--- src/rtl/ucsbece154b_mem_arbiter.sv ---
// ucsbece154b_mem_arbiter
// Shares the single external memory port between the D-cache, the I-cache
// refill path and the next-line prefetcher. One transaction is in flight at a
// time: arbitrate in IDLE, hold the request in ISSUE until the memory acks,
// then collect the read burst (BURST) or swallow it silently after a prefetch
// cancel (DRAIN).
//
// state | meaning
// IDLE  | no transaction; fixed-priority arbitration D > I > PF
// ISSUE | mem_req_o held with latched address/data until mem_ack_i
// BURST | forwarding read beats to the owner, counting to BLOCK_WORDS
// DRAIN | prefetch abandoned; counting remaining beats without forwarding

module ucsbece154b_mem_arbiter #(
    parameter int BLOCK_WORDS = 4,
    parameter int ADDR_W      = 32
) (
    input  logic              clk,
    input  logic              reset,

    input  logic              d_req_i,
    input  logic              d_we_i,
    input  logic [ADDR_W-1:0] d_addr_i,
    input  logic [31:0]       d_wdata_i,
    output logic              d_gnt_o,
    output logic              d_valid_o,
    output logic              d_done_o,

    input  logic              i_req_i,
    input  logic [ADDR_W-1:0] i_addr_i,
    output logic              i_gnt_o,
    output logic              i_valid_o,
    output logic              i_done_o,

    input  logic              pf_req_i,
    input  logic [ADDR_W-1:0] pf_addr_i,
    input  logic              pf_cancel_i,
    output logic              pf_gnt_o,
    output logic              pf_valid_o,
    output logic              pf_done_o,

    output logic [31:0]       rdata_o,

    output logic              mem_req_o,
    output logic              mem_we_o,
    output logic [ADDR_W-1:0] mem_addr_o,
    output logic [31:0]       mem_wdata_o,
    input  logic              mem_ack_i,
    input  logic              mem_rvalid_i,
    input  logic [31:0]       mem_rdata_i
);

    localparam int CNT_W = $clog2(BLOCK_WORDS) + 1;
    localparam int OFF_W = $clog2(BLOCK_WORDS) + 2;

    localparam logic [1:0] S_IDLE  = 2'd0;
    localparam logic [1:0] S_ISSUE = 2'd1;
    localparam logic [1:0] S_BURST = 2'd2;
    localparam logic [1:0] S_DRAIN = 2'd3;

    localparam logic [1:0] OWN_NONE = 2'd0;
    localparam logic [1:0] OWN_D    = 2'd1;
    localparam logic [1:0] OWN_I    = 2'd2;
    localparam logic [1:0] OWN_PF   = 2'd3;

    localparam logic [CNT_W-1:0] CNT_LAST = CNT_W'(BLOCK_WORDS);

    // Per-requester vectors are ordered {D, I, PF}.
    logic [1:0]        state_q, state_d;
    logic [1:0]        owner_q, owner_d;
    logic              we_q, we_d;
    logic [ADDR_W-1:0] addr_q, addr_d;
    logic [31:0]       wdata_q, wdata_d;
    logic [CNT_W-1:0]  cnt_q, cnt_d;
    logic              cancel_q, cancel_d;
    logic [2:0]        valid_q, valid_d;
    logic [2:0]        done_q, done_d;
    logic [31:0]       rdata_q, rdata_d;

    logic [2:0]        gnt;
    logic              pf_eligible;
    logic              cancel_hit;
    logic [CNT_W-1:0]  cnt_inc;
    logic              last_beat;

    // Reads fetch a whole block, so the word and byte offset bits are dropped.
    function automatic logic [ADDR_W-1:0] block_align(input logic [ADDR_W-1:0] a);
        block_align = {a[ADDR_W-1:OFF_W], {OFF_W{1'b0}}};
    endfunction

    function automatic logic [2:0] owner_onehot(input logic [1:0] own);
        case (own)
            OWN_D:   owner_onehot = 3'b100;
            OWN_I:   owner_onehot = 3'b010;
            OWN_PF:  owner_onehot = 3'b001;
            default: owner_onehot = 3'b000;
        endcase
    endfunction

    // Fixed-priority arbitration. Grants are blocked while a done pulse is out,
    // because the finishing requester still holds its request that cycle.
    always_comb begin
        pf_eligible = pf_req_i & ~pf_cancel_i;
        gnt         = 3'b000;
        if ((state_q == S_IDLE) && (done_q == 3'b000) && !reset) begin
            if (d_req_i)          gnt = 3'b100;
            else if (i_req_i)     gnt = 3'b010;
            else if (pf_eligible) gnt = 3'b001;
        end
    end

    // Cancel only matters for a prefetch that owns the port; the beat counter
    // is shared by BURST and DRAIN so the memory burst is always fully consumed.
    always_comb begin
        cancel_hit = pf_cancel_i && (owner_q == OWN_PF);
        cnt_inc    = cnt_q + CNT_W'(1);
        last_beat  = (cnt_inc == CNT_LAST);
    end

    // Transaction sequencing and beat steering.
    always_comb begin
        state_d  = state_q;
        owner_d  = owner_q;
        we_d     = we_q;
        addr_d   = addr_q;
        wdata_d  = wdata_q;
        cnt_d    = cnt_q;
        cancel_d = cancel_q;
        valid_d  = 3'b000;
        done_d   = 3'b000;
        rdata_d  = rdata_q;

        case (state_q)
            S_IDLE: begin
                if (gnt != 3'b000) begin
                    state_d  = S_ISSUE;
                    cnt_d    = '0;
                    cancel_d = 1'b0;
                    if (gnt[2]) begin
                        owner_d = OWN_D;
                        we_d    = d_we_i;
                        addr_d  = d_we_i ? d_addr_i : block_align(d_addr_i);
                        wdata_d = d_wdata_i;
                    end else if (gnt[1]) begin
                        owner_d = OWN_I;
                        we_d    = 1'b0;
                        addr_d  = block_align(i_addr_i);
                        wdata_d = '0;
                    end else begin
                        owner_d = OWN_PF;
                        we_d    = 1'b0;
                        addr_d  = block_align(pf_addr_i);
                        wdata_d = '0;
                    end
                end
            end

            S_ISSUE: begin
                // The request stays up until ack even when the prefetch is
                // abandoned; the burst is then drained instead of forwarded.
                if (cancel_hit) cancel_d = 1'b1;
                if (mem_ack_i) begin
                    if (we_q) begin
                        done_d  = 3'b100;
                        state_d = S_IDLE;
                        owner_d = OWN_NONE;
                    end else if (cancel_q || cancel_hit) begin
                        state_d = S_DRAIN;
                    end else begin
                        state_d = S_BURST;
                    end
                end
            end

            S_BURST: begin
                if (cancel_hit) begin
                    // A beat landing with the cancel is counted but dropped.
                    cancel_d = 1'b1;
                    state_d  = S_DRAIN;
                    if (mem_rvalid_i) begin
                        cnt_d = cnt_inc;
                        if (last_beat) begin
                            cnt_d    = '0;
                            cancel_d = 1'b0;
                            state_d  = S_IDLE;
                            owner_d  = OWN_NONE;
                        end
                    end
                end else if (mem_rvalid_i) begin
                    rdata_d = mem_rdata_i;
                    valid_d = owner_onehot(owner_q);
                    cnt_d   = cnt_inc;
                    if (last_beat) begin
                        done_d  = owner_onehot(owner_q);
                        cnt_d   = '0;
                        state_d = S_IDLE;
                        owner_d = OWN_NONE;
                    end
                end
            end

            S_DRAIN: begin
                if (mem_rvalid_i) begin
                    cnt_d = cnt_inc;
                    if (last_beat) begin
                        cnt_d    = '0;
                        cancel_d = 1'b0;
                        state_d  = S_IDLE;
                        owner_d  = OWN_NONE;
                    end
                end
            end

            default: begin
                state_d = S_IDLE;
                owner_d = OWN_NONE;
                cnt_d   = '0;
            end
        endcase
    end

    // State and output registers; reset drops everything at once.
    always_ff @(posedge clk or posedge reset) begin
        if (reset) begin
            state_q  <= S_IDLE;
            owner_q  <= OWN_NONE;
            we_q     <= 1'b0;
            addr_q   <= '0;
            wdata_q  <= '0;
            cnt_q    <= '0;
            cancel_q <= 1'b0;
            valid_q  <= 3'b000;
            done_q   <= 3'b000;
            rdata_q  <= '0;
        end else begin
            state_q  <= state_d;
            owner_q  <= owner_d;
            we_q     <= we_d;
            addr_q   <= addr_d;
            wdata_q  <= wdata_d;
            cnt_q    <= cnt_d;
            cancel_q <= cancel_d;
            valid_q  <= valid_d;
            done_q   <= done_d;
            rdata_q  <= rdata_d;
        end
    end

    // Output mapping.
    always_comb begin
        d_gnt_o     = gnt[2];
        i_gnt_o     = gnt[1];
        pf_gnt_o    = gnt[0];
        d_valid_o   = valid_q[2];
        i_valid_o   = valid_q[1];
        pf_valid_o  = valid_q[0];
        d_done_o    = done_q[2];
        i_done_o    = done_q[1];
        pf_done_o   = done_q[0];
        rdata_o     = rdata_q;
        mem_req_o   = (state_q == S_ISSUE);
        mem_we_o    = (state_q == S_ISSUE) && we_q;
        mem_addr_o  = addr_q;
        mem_wdata_o = wdata_q;
    end

endmodule
--- config.mk ---
export PLATFORM = sky130hd
export DESIGN_NAME = ucsbece154b_mem_arbiter
export DESIGN_NICKNAME = d
export VERILOG_FILES = /design/src/rtl/ucsbece154b_mem_arbiter.sv
export SDC_FILE = /design/constraint.sdc
export NUM_CORES = 1
export LEC_CHECK = 0
export CAP_MARGIN = 25
export CORE_ASPECT_RATIO = 1.2
export CORE_UTILIZATION = 40
export DETAILED_ROUTE_END_ITERATION = 12
export DONT_BUFFER_PORTS = 1
export HOLD_SLACK_MARGIN = 0.12
export SLEW_MARGIN = 5
export SYNTH_ARGS = -nofsm -noshare
export SYNTH_HDL_FRONTEND = slang
export SYNTH_SLANG_ARGS = --single-unit
--- constraint.sdc ---
create_clock -name clk -period 4.3 [get_ports clk]
set_input_delay 0.215 -clock clk [delete_from_list [all_inputs] [get_ports clk]]
set_output_delay 0.215 -clock clk [all_outputs]
set_load 0.02 [all_outputs]
==> impl_results.md, run 1 <==
* Status: aborted with a tool error
* Failed at: clock tree synthesis
* Stop err: [ERROR RSZ-0060] Max buffer count reached.
* CTS Hold Buffers Added at 121
* Routability cong. at 0.7954
* Starting density of the core at 0.4163
* Syn. warnings at 0
* Avg Inst Size Synth at 10.75 um^2
* CTS root buf: clkbuf_16
* Area of placed instances at 4971 um^2
* Detailed Place HPWL at 8430 um
* Die Y-Extent at 123.0 um
* Clock tree sinks at 111
* Cell Area, Synth at 4882 um^2
* Inst Count DP at 586
* #FFs+latches synth at 111
* Die span in x at 102.9 um
* Synth cell types at 39
* Post-cts sizing count at 0
* CTS Buf Count at 9
* # rows at 43
* Most used DFF post-synth: dfrtp_1
* Fraction of registers with async set/reset at 1.000
* Post-Syn Instances at 454
* Total setup buffers inserted after CTS at 0
* Clock tree buffer depth at 2
* Syn nets at 630
* Post-synth EDFFs at 0
* Seq/Total Area, Yosys at 0.5689
* Htree depth at 3
* IO Pins at 276
* IO Port Bufs at 0
-- cell families after synthesis --
family                     Yosys count  share of synthesized area
buffers and inverters               35                    0.03357
adders and majority gates            7                    0.01794
DFF                                111                     0.5689
and+or+nand+nor                    121                     0.1097
AOI/OAI and AO/OA                  146                     0.1922
xor gates and xnor gates             1                   0.001794
muxes                               33                    0.07586
-- metrics by stage --
stage,utilization,worst slack (ns)
floorplan,-,1.154
global placement,0.4238,2.002
detailed placement,0.4238,1.841
-- cells in the mapped netlist, types with 2 or more instances --
library cell / instances / share of area
a21o_1: 3 / 0.0046
a21oi_1: 59 / 0.060
a22o_1: 33 / 0.059
a22oi_1: 2 / 0.0031
a32o_1: 4 / 0.0082
and2_1: 2 / 0.0026
and3_1: 5 / 0.0064
buf_2: 11 / 0.011
buf_4: 5 / 0.0077
clkbuf_1: 12 / 0.0092
dfrtp_1: 111 / 0.57
ha_1: 7 / 0.018
inv_1: 7 / 0.0054
mux2_2: 32 / 0.074
nand2_1: 10 / 0.0077
nor2_1: 89 / 0.068
nor2b_1: 4 / 0.0051
nor3_1: 2 / 0.0021
nor3b_1: 2 / 0.0031
o211a_1: 2 / 0.0041
o21ai_0: 33 / 0.034
o31ai_1: 2 / 0.0031
==> run 2, diff against run 1 <==
--- a/config.mk
+++ b/config.mk
@@ -6,11 +6,10 @@
 export NUM_CORES = 1
 export LEC_CHECK = 0
 export CAP_MARGIN = 25
-export CORE_ASPECT_RATIO = 1.2
-export CORE_UTILIZATION = 40
+export CORE_UTILIZATION = 25
 export DETAILED_ROUTE_END_ITERATION = 12
 export DONT_BUFFER_PORTS = 1
-export HOLD_SLACK_MARGIN = 0.12
+export PLACE_DENSITY_LB_ADDON = 0.15
 export SLEW_MARGIN = 5
 export SYNTH_ARGS = -nofsm -noshare
 export SYNTH_HDL_FRONTEND = slang
==> run 2 against run 1 <==
Compared with the run above:
- the flow now finishes without violations
- synthesized area unchanged
- synthesized cell count unchanged
==> impl_results.md, run 2 <==
* Status: finished, final reports clean
* First-pass GRT wire length at 20310 um
* CP Data Arrival Time at 2.31 ns
* Clock-pin transition on the worst setup and hold timing paths at 0.08 ns
* Post-synth EDFFs at 0
* Total setup buffers inserted after CTS at 0
* Syn nets at 630
* Max frequency at 0.3968 GHz
* Slew @ Worst Pin at 0.9942 ns
* Vias in the first global route at 3852
* Layout Skew at 0.009994 ns
* Clock tree buffer depth at 2
* Post-Syn Instances at 454
* Core area at 18890 um^2
* Worst Path Max Fanout at 4
* Nets at 671
* Crit Path Class: reg2out
* Die area at 20090 um^2
* Worst Path Buf+Inv at 0
* Final std cells w/o fill at 760
* Die Y-Extent at 141.7 um
* CTS tree: built
* Largest net degree at the start of global routing at 69
* Avg Inst Size Synth at 10.75 um^2
* Worst hold-check path type: in2reg
* Final Hold Fails at 0
* RSZ-0062 raised after global routing: false
* IO Pins at 276
* CP max-delay cell: nor3b_1
* Vias/cell at 4.886
* Design Area, Final at 5964 um^2
* Seq/Total Area, Yosys at 0.5689
* Area of placed instances at 5100 um^2
* CP top delay family: simple AND/OR/NAND/NOR gates
* Max Slew Vio Count at 0
* Rel. slew slack at 0.3357
* Routability cong. at 0.7348
* Total Wirelength at 13490 um
* P&R area growth vs syn at 22.17%
* Share of layout cells above drive strength 1 at 0.1260
* #FFs+latches synth at 111
* DR vias at 3713
* Synth cell count leaders: 111 x dfrtp_1, 89 x nor2_1, 59 x a21oi_1
* Share of the synthesized area in the top cell type at 0.5689
* Fin crit share at 0.5861
* Cell with the most instances after synthesis: dfrtp_1
* Max-cap check violation count at 0
* Inst Count DP at 689
* Clock tree sinks at 111
* Fraction of registers with async set/reset at 1.000
* Crit-path cells: nor4_4 > nand2_1 > nor3b_1
* Routed len/inst at 17.74 um
* Post-cts sizing count at 0
* GR Overflow Total at 0
* Detailed Place HPWL at 9151 um
* PD cells at 710.4 nW/um^2
* Initial antenna violation count at 0
* IO Port Bufs at 0
* CTS Buf Count at 9
* Max incr delay on CP at 0.84 ns
* Die span in x at 141.7 um
* # DRC at 0
* Cell Area, Synth at 4882 um^2
* Pre-antenna DRT Iters at 4
* Syn. warnings at 0
* # rows at 50
* CTS root buf: clkbuf_16
* Final setup violation count at 0
* Most area-hungry cell type in the Yosys netlist: dfrtp_1
* Starting density of the core at 0.2584
* Htree depth at 3
* Minimum clock period at 2.520 ns
* Setup crit end kind: primary output
* Commonest non-fill, non-tap cells in the layout: 111 x dfrtp_1, 88 x nor2_1, 59 x a21oi_1
* Leading post-synthesis cells by cell area: dfrtp_1 57%, mux2_2 7.4%, nor2_1 6.8%
* Clk Latency, worst-skew pair at 0.35 ns
* Most common cell after layout, fill and taps aside: dfrtp_1
* Most used DFF post-synth: dfrtp_1
* Crit path required time at 4.09 ns
* DRT iter0 DRCs at 192
* # diodes at 0
* Fin Setup TNS at 0 ns
* Total Routing Usage GR at 0.1317
* P_leak at 2.596 nW
* Max VDD drop at 0.3019 mV
* Startpoint class of the critical path: register
* Antenna-violating nets left at 0
* Synth cell types at 39
==> run 2: cell counts after synthesis <==
Identical to the previous run, type by type.
==> run 2: worst paths after layout <==
check                                    from         endpoint  cells after the start  slack (ns)
worst min register to register     owner_q[1]       valid_q[2]                      1        0.51
worst max-delay path                done_q[2]          i_gnt_o                      3        1.78
worst max register to register      done_q[2]   mem_addr_o[29]                      5        1.83
min in group asynchronous               reset      rdata_o[29]                      2        0.53
max in group asynchronous               reset  mem_wdata_o[15]                      3        2.70
worst min-delay path            d_wdata_i[29]  mem_wdata_o[29]                      1        0.02
==> run 2: routing by layer <==
layer  global-route usage  vias to the layer above  wire [um]
met3              0.04860                        7       1241
met1               0.1502                     1822       5498
met5                    0                        -          0
met2               0.2279                      207       6607
met4              0.04131                        0        138
li1                     -                     1677          -
==> run 2: final cells by class <==
| class | count | area, um^2 |
|---|---|---|
| Fill cell | 1927 | 12930 |
| Tap cell | 260 | 325.3 |
| Sequential cell | 111 | 2778 |
| Clock inverter | 7 | 88.84 |
| Multi-Input combinational cell | 308 | 1946 |
| Timing Repair Buffer | 58 | 573.1 |
| Clock buffer | 9 | 225.2 |
| Inverter | 7 | 28.78 |
==> run 2: repair_timing <==
| action | 4_1_cts | 5_1_grt |
|---|---|---|
| endpoints found under the setup margin | 0 | 0 |
| hold buffers | 52 | 3 |
| hold endpoints to repair | 118 | 3 |
==> run 2: worst reg2reg max path, cell delays in order, from the launching register on <==
cell	delay, ns
dfrtp_1	0.52
nor4_4	0.43
and2_2	0.23
nand2_1	0.53
o21ai_0	0.54
a21oi_1	0.10
==> run 2: stage by stage <==
step	hold slack [ns]	worst slack, ns	total power [W]	utilization
6_report	0.02092	1.780	0.004237	0.3157
5_1_grt	0.0009977	1.584	0.004513	0.3157
4_1_cts	0.00005523	1.665	0.004292	0.3141
3_5_place_dp	0.3442	1.781	0.003354	0.2699
3_3_place_gp	0.3205	1.877	0.003340	0.2699
2_1_floorplan	0.3547	1.154	0.003089	-
==> run 2: cells by family after synthesis <==
kind of cell / synth area share
compound gates: 0.1922
simple gates: 0.1097
flops: 0.5689
buf+inv: 0.03357
mux: 0.07586
fa+ha+maj: 0.01794
xor+xnor: 0.001794
==> run 2: power by group <==
part	internal (W)	leakage, nW	switching, W	total (W)
logic	0.000470	1.08	0.000482	0.000953
clock network	0.000464	0.149	0.000414	0.000878
registers	0.00150	1.37	0.000903	0.00241
total	0.00244	2.60	0.00180	0.00424
Note: power is estimated with default switching activity, not from simulation.
